===== src/rtl/serial_adder_pkg.sv =====
// Shared types and helpers for the serial adder/subtractor.
// Holds the FSM state encoding and the step-count helper for the parameter check.
package serial_adder_pkg;

  typedef enum logic [1:0] {
    S_IDLE = 2'd0,
    S_RUN  = 2'd1,
    S_DONE = 2'd2
  } state_t;

  // Number of steps for a width/slice pair; 0 flags an illegal combination.
  function automatic int steps_f(input int width, input int bpc);
    if (bpc <= 0 || width < 1 || (width % bpc) != 0) begin
      return 0;
    end
    return width / bpc;
  endfunction

endpackage


===== src/rtl/serial_adder_if.sv =====
// Start/busy/done handshake and operand/result bus of the serial adder.
// master = requester side, slave = adder side.
interface serial_adder_if #(
  parameter int WIDTH = 8
);
  logic             iSTART;
  logic [WIDTH-1:0] iA;
  logic [WIDTH-1:0] iB;
  logic             iCIN;
  logic             iSUB;
  logic             oBUSY;
  logic             oDONE;
  logic [WIDTH-1:0] oSUM;
  logic             oCOUT;
  logic             oOVF;

  modport master (
    output iSTART, iA, iB, iCIN, iSUB,
    input  oBUSY, oDONE, oSUM, oCOUT, oOVF
  );

  modport slave (
    input  iSTART, iA, iB, iCIN, iSUB,
    output oBUSY, oDONE, oSUM, oCOUT, oOVF
  );
endinterface


===== src/rtl/serial_adder_fa_cell.sv =====
// One-bit combinational full adder; chained to form each step's slice adder.
module fa_cell (
  input  logic i_a,
  input  logic i_b,
  input  logic i_cin,
  output logic o_s,
  output logic o_cout
);

  assign o_s    = i_a ^ i_b ^ i_cin;
  assign o_cout = (i_a & i_b) | (i_cin & (i_a ^ i_b));

endmodule


===== src/rtl/serial_adder.sv =====
// Multi-cycle adder: BITS_PER_CYCLE bits per clock through a ripple chain of fa_cell.
// Optional subtract mode enabled by defining SERIAL_ADDER_SUB_EN.
module serial_adder
  import serial_adder_pkg::*;
#(
  parameter int WIDTH          = 8,
  parameter int BITS_PER_CYCLE = 1
) (
  input  logic         iCLK,
  input  logic         iRST_N,
  serial_adder_if.slave sa_bus
);

  localparam int BPC   = BITS_PER_CYCLE;
  localparam int STEPS = WIDTH / BPC;
  localparam int CNT_W = (STEPS > 1) ? $clog2(STEPS) : 1;

  if (steps_f(WIDTH, BPC) == 0 || WIDTH < 2) begin : g_param_check
    $error("serial_adder: WIDTH must be >= 2 and divisible by BITS_PER_CYCLE");
  end

  state_t             r_state;
  logic [WIDTH-1:0]   r_a;
  logic [WIDTH-1:0]   r_b;
  logic [WIDTH-1:0]   r_acc;
  logic               r_carry;
  logic [CNT_W-1:0]   r_cnt;
  logic               r_busy;
  logic               r_done;
  logic [WIDTH-1:0]   r_sum;
  logic               r_cout;
  logic               r_ovf;

  logic [BPC:0]       w_c;
  logic [BPC-1:0]     w_s;
  logic [WIDTH-1:0]   w_acc_next;
  logic [WIDTH-1:0]   w_b_cap;
  logic               w_c_cap;

  assign w_c[0] = r_carry;

  for (genvar gi = 0; gi < BPC; gi++) begin : g_chain
    fa_cell u_fa (
      .i_a    (r_a[gi]),
      .i_b    (r_b[gi]),
      .i_cin  (w_c[gi]),
      .o_s    (w_s[gi]),
      .o_cout (w_c[gi+1])
    );
  end

  // Sum slices enter at the MSB end so the first slice ends up at bit 0.
  if (BPC == WIDTH) begin : g_acc_full
    assign w_acc_next = w_s;
  end else begin : g_acc_shift
    assign w_acc_next = {w_s, r_acc[WIDTH-1:BPC]};
  end

`ifdef SERIAL_ADDER_SUB_EN
  // A - B computed as A + ~B + 1.
  assign w_b_cap = sa_bus.iSUB ? ~sa_bus.iB : sa_bus.iB;
  assign w_c_cap = sa_bus.iSUB ? 1'b1 : sa_bus.iCIN;
`else
  assign w_b_cap = sa_bus.iB;
  assign w_c_cap = sa_bus.iCIN;
`endif

  always_ff @(posedge iCLK or negedge iRST_N) begin
    if (!iRST_N) begin
      r_state <= S_IDLE;
      r_a     <= '0;
      r_b     <= '0;
      r_acc   <= '0;
      r_carry <= 1'b0;
      r_cnt   <= '0;
      r_busy  <= 1'b0;
      r_done  <= 1'b0;
      r_sum   <= '0;
      r_cout  <= 1'b0;
      r_ovf   <= 1'b0;
    end else begin
      case (r_state)
        S_IDLE, S_DONE: begin
          r_done <= 1'b0;
          if (sa_bus.iSTART) begin
            r_a     <= sa_bus.iA;
            r_b     <= w_b_cap;
            r_carry <= w_c_cap;
            r_cnt   <= '0;
            r_busy  <= 1'b1;
            r_state <= S_RUN;
          end else begin
            r_state <= S_IDLE;
          end
        end
        S_RUN: begin
          r_a     <= r_a >> BPC;
          r_b     <= r_b >> BPC;
          r_acc   <= w_acc_next;
          r_carry <= w_c[BPC];
          r_cnt   <= r_cnt + 1'b1;
          if (r_cnt == CNT_W'(STEPS - 1)) begin
            // Overflow uses the carry into the top cell of the final slice.
            r_sum   <= w_acc_next;
            r_cout  <= w_c[BPC];
            r_ovf   <= w_c[BPC-1] ^ w_c[BPC];
            r_busy  <= 1'b0;
            r_done  <= 1'b1;
            r_state <= S_DONE;
          end
        end
        default: begin
          r_busy  <= 1'b0;
          r_done  <= 1'b0;
          r_state <= S_IDLE;
        end
      endcase
    end
  end

  assign sa_bus.oBUSY = r_busy;
  assign sa_bus.oDONE = r_done;
  assign sa_bus.oSUM  = r_sum;
  assign sa_bus.oCOUT = r_cout;
  assign sa_bus.oOVF  = r_ovf;

endmodule


===== src/flat_wrapper.sv =====
// flat-port wrapper written by rule: the top's interface ports become plain ports
module serial_adder_flat import serial_adder_pkg::*;
#(
  parameter int WIDTH          = 8,
  parameter int BITS_PER_CYCLE = 1
)
  (iCLK, iRST_N, sa_bus_iSTART, sa_bus_iA, sa_bus_iB, sa_bus_iCIN, sa_bus_iSUB, sa_bus_oBUSY, sa_bus_oDONE, sa_bus_oSUM, sa_bus_oCOUT, sa_bus_oOVF);
  serial_adder_if #(.WIDTH(WIDTH)) sa_bus_i ();
  input  logic iCLK;
  input  logic iRST_N;
  input wire logic [$bits(sa_bus_i.iSTART)-1:0] sa_bus_iSTART;
  input wire logic [$bits(sa_bus_i.iA)-1:0] sa_bus_iA;
  input wire logic [$bits(sa_bus_i.iB)-1:0] sa_bus_iB;
  input wire logic [$bits(sa_bus_i.iCIN)-1:0] sa_bus_iCIN;
  input wire logic [$bits(sa_bus_i.iSUB)-1:0] sa_bus_iSUB;
  output wire logic [$bits(sa_bus_i.oBUSY)-1:0] sa_bus_oBUSY;
  output wire logic [$bits(sa_bus_i.oDONE)-1:0] sa_bus_oDONE;
  output wire logic [$bits(sa_bus_i.oSUM)-1:0] sa_bus_oSUM;
  output wire logic [$bits(sa_bus_i.oCOUT)-1:0] sa_bus_oCOUT;
  output wire logic [$bits(sa_bus_i.oOVF)-1:0] sa_bus_oOVF;
  assign sa_bus_i.iSTART = sa_bus_iSTART;
  assign sa_bus_i.iA = sa_bus_iA;
  assign sa_bus_i.iB = sa_bus_iB;
  assign sa_bus_i.iCIN = sa_bus_iCIN;
  assign sa_bus_i.iSUB = sa_bus_iSUB;
  assign sa_bus_oBUSY = sa_bus_i.oBUSY;
  assign sa_bus_oDONE = sa_bus_i.oDONE;
  assign sa_bus_oSUM = sa_bus_i.oSUM;
  assign sa_bus_oCOUT = sa_bus_i.oCOUT;
  assign sa_bus_oOVF = sa_bus_i.oOVF;
  serial_adder #(.WIDTH(WIDTH), .BITS_PER_CYCLE(BITS_PER_CYCLE)) u_core (.iCLK(iCLK), .iRST_N(iRST_N), .sa_bus(sa_bus_i));
endmodule

===== config.mk =====
export PLATFORM = sky130hd
export DESIGN_NAME = serial_adder_flat
export DESIGN_NICKNAME = d
export VERILOG_FILES = /design/src/rtl/serial_adder_pkg.sv /design/src/rtl/serial_adder_if.sv /design/src/rtl/serial_adder_fa_cell.sv /design/src/rtl/serial_adder.sv /design/src/flat_wrapper.sv
export SDC_FILE = /design/constraint.sdc
export NUM_CORES = 1
export LEC_CHECK = 0
export BUFFER_PORTS_ARGS = -buffer_cell sky130_fd_sc_hd__buf_4
export CORE_MARGIN = 5
export CORE_UTILIZATION = 49
export CTS_CLUSTER_DIAMETER = 200
export DETAILED_ROUTE_END_ITERATION = 8
export GPL_TIMING_DRIVEN = 0
export PLACE_DENSITY = 0.74
export SKIP_CTS_REPAIR_TIMING = 1
export SYNTH_ARGS = -nofsm -noshare
export SYNTH_HDL_FRONTEND = slang
export SYNTH_SLANG_ARGS = --single-unit

===== constraint.sdc =====
create_clock -name iCLK -period 1.59 [get_ports iCLK]
set_clock_uncertainty 0.1 [all_clocks]
set_input_delay 0.0795 -clock iCLK [delete_from_list [all_inputs] [get_ports iCLK]]
set_output_delay 0.0795 -clock iCLK [all_outputs]
set_load 0.02 [all_outputs]

# After elaboration in Yosys (flattened, before gate mapping)
# Cells that the tools add are included.
# totals
elab_cells	45
out_inout_bits	12
ff_bits	42
# classes
eq_ne	5
n_reduce_logical	6
n_mux	16
add_sub_neg	1
bitwise_logic	6
# ops
op	count
$pmux 8 s2	2
$mux 8	2
$mux 1	6
$pmux 3 s2	1
$reduce_and 2->1	3
$pmux 1 s2	2
$pmux 2 s2	1
$add 3x1->3 const B	1
$eq 3x3->1 const B	1
$mux 3	1
$xor 1x1->1	3
$and 1x1->1	2
$eq 2x1->1 const B	1
$eq 2x2->1 const B	1
$logic_not 2->1	1
$mux 2	1
$ne 2x1->1 const B	1
$ne 2x2->1 const B	1
$reduce_bool 2->1	1
$reduce_or 2->1	1
$or 1x1->1	1

# Depth between registers and ports, before layout
# Gate-level depths: netlist of run 1.
# logic_depth
depth_word	4
mapped_depth	6
mapped_depth_nobuf	5

# Cells and area by module
# From an unflattened synthesis of run 1, not the netlist that was laid out.
# hier_totals
hier_cells	156
area_unflattened_um2	1905.6
# modules_own_cells
module	n_inst	cells_each	seq_area_each_um2	area_each_um2
serial_adder	1	155	1001.0	1885.6
fa_cell	1	1	0.0	20.0

# Worst setup path after synthesis of run 1
# OpenSTA, ideal clock, no wires.
# synth_path
kind	register -> register
startpoint	register u_core.r_cnt[0]
endpoint	register u_core.r_cout, in the netlist u_core.sa_bus.oCOUT
t_arrival_ps	1385
period_less_slack_ps	1610
n_path_buf	1
path_stages_with_launch	6
path_slack_ps	-20
setup_ps	125
cell_sequence	dfrtp_1 -> ha_1 -> ha_1 -> nand3b_1 -> buf_4 -> mux2_2
# synth_via
elab_chain_len	2
# synth_lines
element	line	source
from (decl)	serial_adder.sv:27	logic [CNT_W-1:0] r_cnt;
from (signal assigned)	serial_adder.sv:101	r_cnt <= r_cnt + 1'b1;
$eq 3x3->1	serial_adder.sv:102	if (r_cnt == CNT_W'(STEPS - 1)) begin
$reduce_and 2->1 (no source line)	-	
to (signal assigned)	serial_adder.sv:105	r_cout <= w_c[BPC];
to (decl)	serial_adder.sv:31	logic r_cout;
# No other way between the ends.
# A chain may end at the register's enable or synchronous reset.

# Final worst setup path of run 1
# layout_path
startpoint	register u_core.r_cnt[1]
endpoint	register u_core.r_sum[6], in the netlist u_core.sa_bus.oSUM[6]
# layout_via
elab_chain_len	2
# layout_lines
element	line	source
$eq 3x3->1	serial_adder.sv:102	
$reduce_and 2->1 (no source line)	-	
to (signal assigned)	serial_adder.sv:104	r_sum <= w_acc_next;
to (decl)	serial_adder.sv:30	logic [WIDTH-1:0] r_sum;
# No other way between the ends.

==> metrics.md, run 1 <==
| Metric | Value |
|---|---|
| Synth warn | `0` |
| Pint | `3.13 mW` |
| Slowest stage cell on the critical path | `dfrtp_1` |
| Initial Util | `50.9%` |
| Net Sw Power | `1.62 mW` |
| Placement Setup Slack | `-0.104 ns` |
| Max Freq | `0.595 GHz` |
| Initial antenna violation count | `0` |
| Later-pin clock latency in the skew report | `0.29 ns` |
| Vias post-DR | `1359` |
| Critical Path Fanout Max | `5` |
| Top Ports | `33` |
| Global-route wire length before repair | `6450 um` |
| Hold path cells | `3` |
| Die height | `71.9 um` |
| CTS tree | `yes` |
| WL/cell | `15.9 um` |
| Synth Cell Area | `0.00188 sq mm` |
| DR DRC count | `0` |
| Die area | `0.00517 sq mm` |
| Clk sinks | `40` |
| Detailed placement HPWL | `2620 um` |
| Global placer's final weighted congestion | `0.802` |
| Outcome | `finished, violations left` |
| Combinational share of power | `42.3%` |
| Final min period | `1.68 ns` |
| WP data required | `1.67 ns` |
| R2r endpoint | `u_core.sa_bus.oSUM[6]$_DFFE_PN0P_` |
| CTS max path bufs | `2` |
| Worst r2r src | `u_core.r_cnt[1]$_DFFE_PN0P_` |
| Area Overhead vs Synth | `32.6%` |
| Core area | `0.00369 sq mm` |
| TritonCTS buffer count | `5` |
| PwrDens | `1910 mW/mm^2` |
| CP endpoint kind | `register` |
| Final Hold Fails | `6` |
| Leakage | `1.11 nW` |
| Worst hold slack | `-0.0357 ns` |
| Setup WS post-layout | `-0.0911 ns` |
| Failing checks | `negative hold slack, negative setup slack` |
| Total Wirelength | `4070 um` |
| Synth area leaders | `dfrtp_1, mux2_2, mux2i_1, a211oi_1, nor2b_1` |
| Hold Path Class | `in -> reg` |
| H-Tree Depth | `2` |
| Max-cap viol count | `0` |
| Core Rows | `22` |
| Netlist cell types | `23` |
| Critical path arrival | `1.76 ns` |
| Cells along the critical path | `ha_2 -> ha_4 -> nand3b_1 -> buf_6 -> mux2_4` |
| Initial drt markers | `61` |
| Final Cycle Share | `106%` |
| Post-Syn Instances | `153` |
| Synthesized flop and latch total | `40` |
| RSZ-0062 raised after global routing | `true` |
| Peak supply drop | `1110 uV` |
| Post-synthesis sequential area ratio | `53.3%` |
| Grt total ovfl | `0` |
| CP Capture Point | `u_core.sa_bus.oSUM[6]$_DFFE_PN0P_` |
| Crit Path Category | `reg -> reg` |
| Syn Nets | `177` |
| Endpoints failing setup | `8` |
| Vias in the first global route | `1374` |
| Worst-Margin Slew | `0.502 ns` |
| Relative slew slack | `66.6%` |
| Largest net degree at the start of global routing | `41` |
| R2R cell count | `5` |
| Total Routing Usage GR | `16.0%` |
| Clock power frac | `18.3%` |
| CTS clock-pin slew for the worst setup and hold paths | `0.08 ns` |
| Sequential Power Share | `39.4%` |
| Slew Limit Fails | `0` |
| Via-to-Cell Ratio | `5.31` |
| Layout cells sized above 1 | `35.7%` |
| Clk root buf | `clkbuf_8` |
| Syn avg cell area | `12.3 sq um` |
| Router iterations before antenna repair | `4` |
| Area leader, netlist | `dfrtp_1` |
| Post-synth top area share | `53.3%` |
| Slowest stage delay, CP | `0.41 ns` |
| Routed Antenna Nets | `0` |
| Reg2Reg Setup Slack | `-0.09 ns` |
| Layout Nets | `230` |
| Port Buffer Count | `31` |
| Switching part of the total power | `34.2%` |
| Startpoint types | `register` |
| Start point of the critical path | `u_core.r_cnt[1]$_DFFE_PN0P_` |
| Chip Width | `71.9 um` |
==> worst min path at each step <==
stage,start,to
after floorplan,iRST_N,u_core.r_a[0]$_DFFE_PN0P_
after global placement,iRST_N,u_core.r_b[5]$_DFFE_PN0P_
after detailed placement,iRST_N,u_core.r_b[5]$_DFFE_PN0P_
after CTS,iRST_N,u_core.r_b[2]$_DFFE_PN0P_
after global routing,sa_bus_iB[0],u_core.r_b[0]$_DFFE_PN0P_
final,sa_bus_iA[1],u_core.r_a[1]$_DFFE_PN0P_
==> logic make-up after synthesis <==
logic type,Yosys count,synth area share [%]
adder cells (fa/ha/maj),3,2.40
XOR/XNOR,2,0.932
buffers and inverters,12,3.73
flip-flops,40,53.3
AND/OR/NAND/NOR,25,7.66
multiplexers,34,19.3
AO/OA/AOI/OAI,37,12.7
==> sequential cells by signal (all words and copies together), names as in the netlist <==
| name | flops |
|---|---|
| u_core.sa_bus.oCOUT | 1 |
| u_core.r_acc | 7 |
| u_core.r_b | 8 |
| u_core.r_state | 2 |
| u_core.sa_bus.oBUSY | 1 |
| u_core.r_cnt | 3 |
| u_core.r_a | 8 |
| u_core.r_carry | 1 |
| u_core.sa_bus.oOVF | 1 |
| u_core.sa_bus.oSUM | 8 |
==> metrics by stage <==
step	utilization [%]	setup TNS (ns)	instances	power, mW	area (sq um)
after global placement	59.1	-0.356	232	3.59	2180
after floorplan	-	0	153	3.10	1890
final	67.6	-0.575	256	4.75	2490
after global routing	67.5	-1.18	255	5.07	2490
after detailed placement	59.1	-0.609	232	3.69	2180
after CTS	62.3	-0.685	240	4.58	2300
==> routing by layer <==
metal	up-vias	share of wire, %	track usage (%)
met5	-	0	0
met4	0	1.4	5.01
met3	8	4.0	4.85
met2	28	50	26.7
met1	662	45	20.0
li1	661	-	-
==> synthesized netlist by cell type <==
library cell,instances
a211oi_1,14
a21o_1,1
a21oi_1,14
a221o_1,1
a22o_1,3
buf_2,5
buf_4,3
buf_6,1
clkbuf_1,2
dfrtp_1,40
fa_1,1
ha_1,2
inv_1,1
mux2_2,18
mux2i_1,16
nand2_1,2
nand3_1,2
nand3b_1,1
nor2_1,3
nor2b_1,16
nor3b_1,1
o21ai_0,4
xnor2_1,2
==> worst max-delay path, delay by kind of cell (launching register included) <==
family | cells | cell delay [ns]
flip-flops | 1 | 0.41
multiplexers | 1 | 0.31
buffers and inverters | 1 | 0.18
adder cells (fa/ha/maj) | 2 | 0.36
AND/OR/NAND/NOR | 1 | 0.20
==> layout make-up <==
cell class	instances	area, sq um
inverters	1	3.75
clock buffers	6	82.6
fillers	288	1200
multi-input cells	101	856
clock inverters	2	38.8
diodes	1	2.50
well taps	48	60.1
plain buffers	11	70.1
flip-flops and latches	40	1000
repair buffers	46	378
==> power groups by stage <==
| stage | clock (mW) | sequential (mW) | combinational, mW |
|---|---|---|---|
| 3_3_place_gp | 0 | 1.84 | 1.76 |
| 2_1_floorplan | 0 | 1.94 | 1.16 |
| 6_report | 0.868 | 1.87 | 2.01 |
| 5_1_grt | 0.916 | 1.93 | 2.22 |
| 3_5_place_dp | 0 | 1.87 | 1.82 |
| 4_1_cts | 0.882 | 1.86 | 1.84 |
==> cells in the final DEF, fill, tap and decap left out <==
cell	instances
a21oi_1	14
clkbuf_8	6
o21ai_1	1
nand3b_1	1
buf_2	5
buf_4	36
fa_1	1
inv_1	1
mux2_2	10
a21o_1	1
dlygate4sd3_1	10
ha_2	1
diode_2	1
nor2b_1	16
dfrtp_1	40
nor3b_1	1
a22o_1	3
nand2_2	1
buf_6	4
a211oi_1	14
ha_4	1
nand3_1	2
clkbuf_1	2
xnor2_1	2
nor2_1	3
clkinv_4	1
nand2_1	1
bufinv_16	1
mux2i_1	16
o21ai_0	3
a221o_1	1
mux2_4	8
Note: power is estimated with default switching activity, not from simulation.
==> run 2: changes to the inputs <==
--- a/config.mk
+++ b/config.mk
@@ -11,6 +11,7 @@
 export CTS_CLUSTER_DIAMETER = 200
 export DETAILED_ROUTE_END_ITERATION = 8
 export GPL_TIMING_DRIVEN = 0
+export MAX_ROUTING_LAYER = met4
 export PLACE_DENSITY = 0.74
 export SKIP_CTS_REPAIR_TIMING = 1
 export SYNTH_ARGS = -nofsm -noshare
==> run 2 against run 1 <==
Against the previous run:
- the run still ends with negative hold slack, negative setup slack left
- worst hold slack lost 0.00076 ns
- first-iteration DRC count is 9.8% higher
- largest cell class unchanged
- critical path type unchanged
- core utilization fell by 0.068 points
- critical path depth unchanged
==> metrics.md, run 2 (synthesis results as in run 1) <==
| Metric | Value |
|---|---|
| Final Cycle Share | `106%` |
| Port Buffer Count | `31` |
| Endpoints failing setup | `8` |
| GR peak layer | `met2` |
| PwrDens | `1910 mW/mm^2` |
| Sequential cell area | `0.00100 sq mm` |
| Relative slew slack | `66.9%` |
| Later-pin clock latency in the skew report | `0.29 ns` |
| Initial Util | `50.9%` |
| Layout cells sized above 1 | `35.7%` |
| DR DRC count | `0` |
| Largest net degree at the start of global routing | `41` |
| Pwr Total | `4.74 mW` |
| Chip Width | `71.9 um` |
| Most frequent cells in the layout | `dfrtp_1, buf_4, nor2b_1, mux2i_1` |
| Max-cap viol count | `0` |
| Initial antenna violation count | `0` |
| Setup WS post-layout | `-0.0905 ns` |
| Die area | `0.00517 sq mm` |
| Max Freq | `0.595 GHz` |
| Final Hold Fails | `6` |
| Leakage | `1.11 nW` |
| Router iterations before antenna repair | `4` |
| Global placer's final weighted congestion | `0.814` |
| Clk root buf | `clkbuf_8` |
| Clk sinks | `40` |
| Critical path arrival | `1.76 ns` |
| Footprint of the multi-input gates | `856 sq um` |
| RSZ-0062 raised after global routing | `true` |
| Startpoint types | `register` |
| Layout Nets | `230` |
| Met3 Track Usage GR | `4.85%` |
| Leading cell type in the layout, fill and taps excluded | `dfrtp_1` |
| Slew Limit Fails | `0` |
| Initial drt markers | `67` |
| Placed cells | `232` |
| Routed Antenna Nets | `0` |
| Met1 Use GR | `19.7%` |
| Area Overhead vs Synth | `32.5%` |
| Core area | `0.00369 sq mm` |
| WL/cell | `15.7 um` |
| Final min period | `1.68 ns` |
| Worst-Margin Slew | `0.496 ns` |
| CP endpoint kind | `register` |
| Worst hold slack | `-0.0365 ns` |
| Post-route cell area | `0.00249 sq mm` |
| Placement Cell Area | `0.00218 sq mm` |
| Global Route met2 Usage | `26.9%` |
| CTS clock-pin slew for the worst setup and hold paths | `0.08 ns` |
| Grt total ovfl | `0` |
| Total Wirelength | `4010 um` |
| Core Rows | `22` |
| Vias post-DR | `1363` |
| Detailed placement HPWL | `2620 um` |
| Hold Path Class | `in -> reg` |
| Via-to-Cell Ratio | `5.35` |
| Failing checks | `negative hold slack, negative setup slack` |
| H-Tree Depth | `2` |
| Die height | `71.9 um` |
| Setup TNS | `-0.570 ns` |
| # diodes | `0` |
| Critical Path Fanout Max | `5` |
| Crit Path Category | `reg -> reg` |
| Post-route insts no fill | `255` |
| Outcome | `finished, violations left` |
| Vias in the first global route | `1372` |
| CTS max path bufs | `2` |
| TritonCTS buffer count | `5` |
| CTS tree | `yes` |
| WP data required | `1.67 ns` |
| Filler cell count | `288` |
| Peak supply drop | `1100 uV` |
| Top Ports | `33` |
| Global-route wire length before repair | `6450 um` |
| Total Routing Usage GR | `16.5%` |
-- run 2: changes by cell type in the layout (fill, tap and decap cells not counted), sizes merged --
cell	previous run	this run
diode	1	0
-- run 2: critical path, cell delays in order (launching register included) --
cell and delay, ns:
dfrtp_1 0.41, ha_2 0.21, ha_4 0.15, nand3b_1 0.20
buf_6 0.18, mux2_4 0.31
-- run 2: layout make-up --
cell class,count,share of cell area [%]
clock buffers,6,3.32
clock inverters,2,1.56
well taps,48,2.41
plain buffers,11,2.81
inverters,1,0.151
flip-flops and latches,40,40.2
repair buffers,46,15.2
multi-input cells,101,34.4
-- run 2: power by group --
group	switching, mW	internal [mW]
Clock	0.358	0.513
Combinational	0.903	1.10
Sequential	0.359	1.51
Total	1.62	3.13
-- run 2: stage by stage --
| stage | utilization, % | hold slack [ns] | setup slack, ns |
|---|---|---|---|
| 3_3_place_gp | 59.1 | -0.0224 | -0.0528 |
| 4_1_cts | 62.3 | -0.334 | -0.116 |
| 3_5_place_dp | 59.1 | -0.0182 | -0.104 |
| 2_1_floorplan | - | -0.316 | 0.0152 |
| 5_1_grt | 67.5 | 0.00298 | -0.161 |
| 6_report | 67.5 | -0.0365 | -0.0905 |
-- run 2: worst paths after layout --
check	from	end	slack (ns)	cells after the start
worst max register to register	u_core.r_cnt[1]$_DFFE_PN0P_	u_core.sa_bus.oSUM[6]$_DFFE_PN0P_	-0.09	5
min in group asynchronous	iRST_N	u_core.r_b[5]$_DFFE_PN0P_	0.19	2
worst min register to register	u_core.sa_bus.oOVF$_DFFE_PN0P_	u_core.sa_bus.oOVF$_DFFE_PN0P_	0.42	2
worst min-delay path	sa_bus_iA[1]	u_core.r_a[1]$_DFFE_PN0P_	-0.04	3
worst max-delay path	u_core.r_cnt[1]$_DFFE_PN0P_	u_core.sa_bus.oSUM[6]$_DFFE_PN0P_	-0.09	5
max in group asynchronous	iRST_N	u_core.r_acc[6]$_DFFE_PN0P_	0.85	2
-- run 2: routing by layer --
layer | wire length, um | up-vias
met5 | 0 | -
met4 | 78 | 0
met3 | 164 | 10
met2 | 1950 | 28
met1 | 1820 | 671
li1 | - | 654
==> run 3: changes to the inputs <==
--- a/config.mk
+++ b/config.mk
@@ -13,7 +13,9 @@
 export GPL_TIMING_DRIVEN = 0
 export MAX_ROUTING_LAYER = met4
 export PLACE_DENSITY = 0.74
+export SETUP_SLACK_MARGIN = 0.5
 export SKIP_CTS_REPAIR_TIMING = 1
 export SYNTH_ARGS = -nofsm -noshare
 export SYNTH_HDL_FRONTEND = slang
+export SYNTH_HIERARCHICAL = 1
 export SYNTH_SLANG_ARGS = --single-unit
==> run 3 against run 2 <==
Against the previous run:
- the flow finishes with violations (negative hold slack)
- first-iteration DRC count decreased by 33%
- cell area is 9.1% higher
- cell count is 5.1% higher
- synthesized cell count grew 2.0%
- sequential power increased by 2%
- worst hold slack gained 0.015 ns
- count of clock-buffer cells in the layout increased by 1
- fmax up 9.3%
- worst setup slack gained 0.14 ns
- register-to-register slack better by 0.14 ns
- global-route usage is 0.12 points lower
- power grew 3.0%
- largest cell class unchanged
==> metrics.md, run 3 <==
| Metric | Value |
|---|---|
| Die area | `0.00524 sq mm` |
| Most frequent cell after synthesis | `dfrtp_1` |
| Grt total ovfl | `0` |
| WL/cell | `16.0 um` |
| Placement Setup Slack | `0.0455 ns` |
| TritonCTS buffer count | `5` |
| Synth Cell Area | `0.00191 sq mm` |
| Final Cycle Share | `96.7%` |
| Async S/R FF share, synth | `100%` |
| Failing checks | `negative hold slack` |
| Clock power frac | `12.9%` |
| Router iterations before antenna repair | `4` |
| Critical Path Fanout Max | `4` |
| Area Overhead vs Synth | `42.5%` |
| Vias post-DR | `1442` |
| Combinational share of power | `47.9%` |
| CTS clock-pin slew for the worst setup and hold paths | `0.08 ns` |
| Max-cap viol count | `0` |
| Post-synth top area share | `52.5%` |
| Area leader, netlist | `dfrtp_1` |
| DR DRC count | `0` |
| Initial antenna violation count | `0` |
| CP endpoint kind | `register` |
| Sequential Power Share | `39.2%` |
| Critical path arrival | `1.61 ns` |
| Syn Nets | `180` |
| Outcome | `finished, violations left` |
| Worst-Margin Slew | `0.504 ns` |
| CTS tree | `yes` |
| Syn avg cell area | `12.2 sq um` |
| Peak supply drop | `888 uV` |
| Max Freq | `0.650 GHz` |
| Endpoints failing setup | `0` |
| Clk sinks | `40` |
| Final Hold Fails | `5` |
| Post-Syn Instances | `156` |
| Main synth FF type | `dfrtp_1` |
| Layout cells sized above 1 | `41.4%` |
| Setup WS post-layout | `0.0518 ns` |
| Via-to-Cell Ratio | `5.38` |
| CTS max path bufs | `2` |
| Die height | `72.4 um` |
| Slew Limit Fails | `0` |
| Top Ports | `33` |
| Startpoint types | `register` |
| Post-synthesis sequential area ratio | `52.5%` |
| # diodes | `0` |
| Net Sw Power | `1.74 mW` |
| Routed Antenna Nets | `0` |
| Post-synth EDFFs | `0` |
| Global-route wire length before repair | `6470 um` |
| Most frequent cells in the layout | `buf_4, dfrtp_1, nor2b_1` |
| Later-pin clock latency in the skew report | `0.29 ns` |
| Port Buffer Count | `31` |
| Crit Path Category | `reg -> reg` |
| Leakage | `1.20 nW` |
| Core Rows | `22` |
| Worst hold slack | `-0.0211 ns` |
| Final min period | `1.54 ns` |
| Synth area leaders | `dfrtp_1, mux2i_1, mux2_1, a211oi_1, nor2b_1` |
| Hold Path Class | `in -> reg` |
| PwrDens | `1800 mW/mm^2` |
| Total Routing Usage GR | `16.4%` |
| Global placer's final weighted congestion | `0.791` |
| Switching part of the total power | `35.5%` |
| Layout Nets | `243` |
| RSZ-0062 raised after global routing | `true` |
| Chip Width | `72.4 um` |
| Relative slew slack | `66.4%` |
| Initial drt markers | `45` |
| Initial Util | `51.3%` |
| WP data required | `1.66 ns` |
| Detailed placement HPWL | `2780 um` |
| Top cells by count, synth | `dfrtp_1, mux2i_1, a211oi_1, a21oi_1, nor2b_1` |
| Setup TNS | `0 ns` |
| Synth warn | `6` |
| Largest net degree at the start of global routing | `41` |
| Vias in the first global route | `1436` |
| Total Wirelength | `4290 um` |
| Synthesized flop and latch total | `40` |
| H-Tree Depth | `2` |
| Clk root buf | `clkbuf_8` |
| Core area | `0.00372 sq mm` |
| Netlist cell types | `23` |
| Pint | `3.15 mW` |
==> run 3: changes by cell type after synthesis, moves of 2 or more <==
cell      before  now
buf_6          1    3
mux2_2        18    4
nand2b_1       0    2
mux2_1         0   14
nand2_1        2    4
==> run 3: cells by family (layout without fill, tap and decap cells) <==
logic type	Yosys count	in the layout	share of synthesized area, %
AOI/OAI and AO/OA	37	37	12.1
DFF	40	40	52.5
and+or+nand+nor	28	28	8.80
muxes	35	35	19.6
adders and majority gates	3	3	2.36
xor gates and xnor gates	1	1	0.460
buffers and inverters	12	76	4.20
==> run 3: final cells by class <==
class                   count  area (sq um)
clock inverters             1          5.00
well taps                  48          60.1
fillers                   252          1000
flip-flops and latches     40          1000
inverters                   1          3.75
multi-input cells         104           932
plain buffers              11           124
repair buffers             56           512
clock buffers               7          76.3
==> run 3: worst paths after layout <==
kind	startpoint	endpoint	slack, ns	cells after the start
setup / recovery	u_core/r_cnt[1]$_DFFE_PN0P_	u_core/sa_bus.oSUM[1]$_DFFE_PN0P_	0.05	5
hold / removal	sa_bus_iB[7]	u_core/r_b[7]$_DFFE_PN0P_	-0.02	3
setup reg to reg	u_core/r_cnt[1]$_DFFE_PN0P_	u_core/sa_bus.oSUM[1]$_DFFE_PN0P_	0.05	5
hold reg to reg	u_core/r_acc[1]$_DFFE_PN0P_	u_core/sa_bus.oSUM[0]$_DFFE_PN0P_	0.41	1
max in group asynchronous	iRST_N	u_core/r_state[0]$_DFFE_PN0P_	0.82	2
min in group asynchronous	iRST_N	u_core/sa_bus.oSUM[1]$_DFFE_PN0P_	0.20	2
==> run 3: power by group through the flow <==
stage | sequential [mW] | combinational, mW | clock, mW
6_report | 1.91 | 2.34 | 0.632
3_5_place_dp | 1.91 | 1.99 | 0
5_1_grt | 1.98 | 2.54 | 0.699
2_1_floorplan | 1.98 | 1.30 | 0
3_3_place_gp | 1.87 | 1.91 | 0
4_1_cts | 1.89 | 2.00 | 0.651
==> run 3: critical path, stage by stage, from the launching register on <==
cell	delay, ns
dfrtp_1	0.42
ha_4	0.18
ha_4	0.16
nand3b_4	0.11
clkbuf_16	0.16
mux2_4	0.29
==> run 3: per-layer routing <==
metal	global-route usage (%)	up-vias	share of wire, %
met5	-	-	0
li1	-	681	-
met4	5.64	0	1.5
met2	27.7	36	52
met3	3.32	7	4.8
met1	19.3	718	41
==> run 3: per-stage QoR <==
stage          cell area (sq um)  power, mW  instances  hold WS, ns  utilization, %
6_report                    2720       4.89        268      -0.0211            73.1
5_1_grt                     2720       5.22        268      0.00456            73.1
3_3_place_gp                2280       3.78        235      -0.0208            61.3
2_1_floorplan               1980       3.28        156       -0.316               -
3_5_place_dp                2280       3.90        235      -0.0168            61.3
4_1_cts                     2360       4.54        243       -0.331            63.5
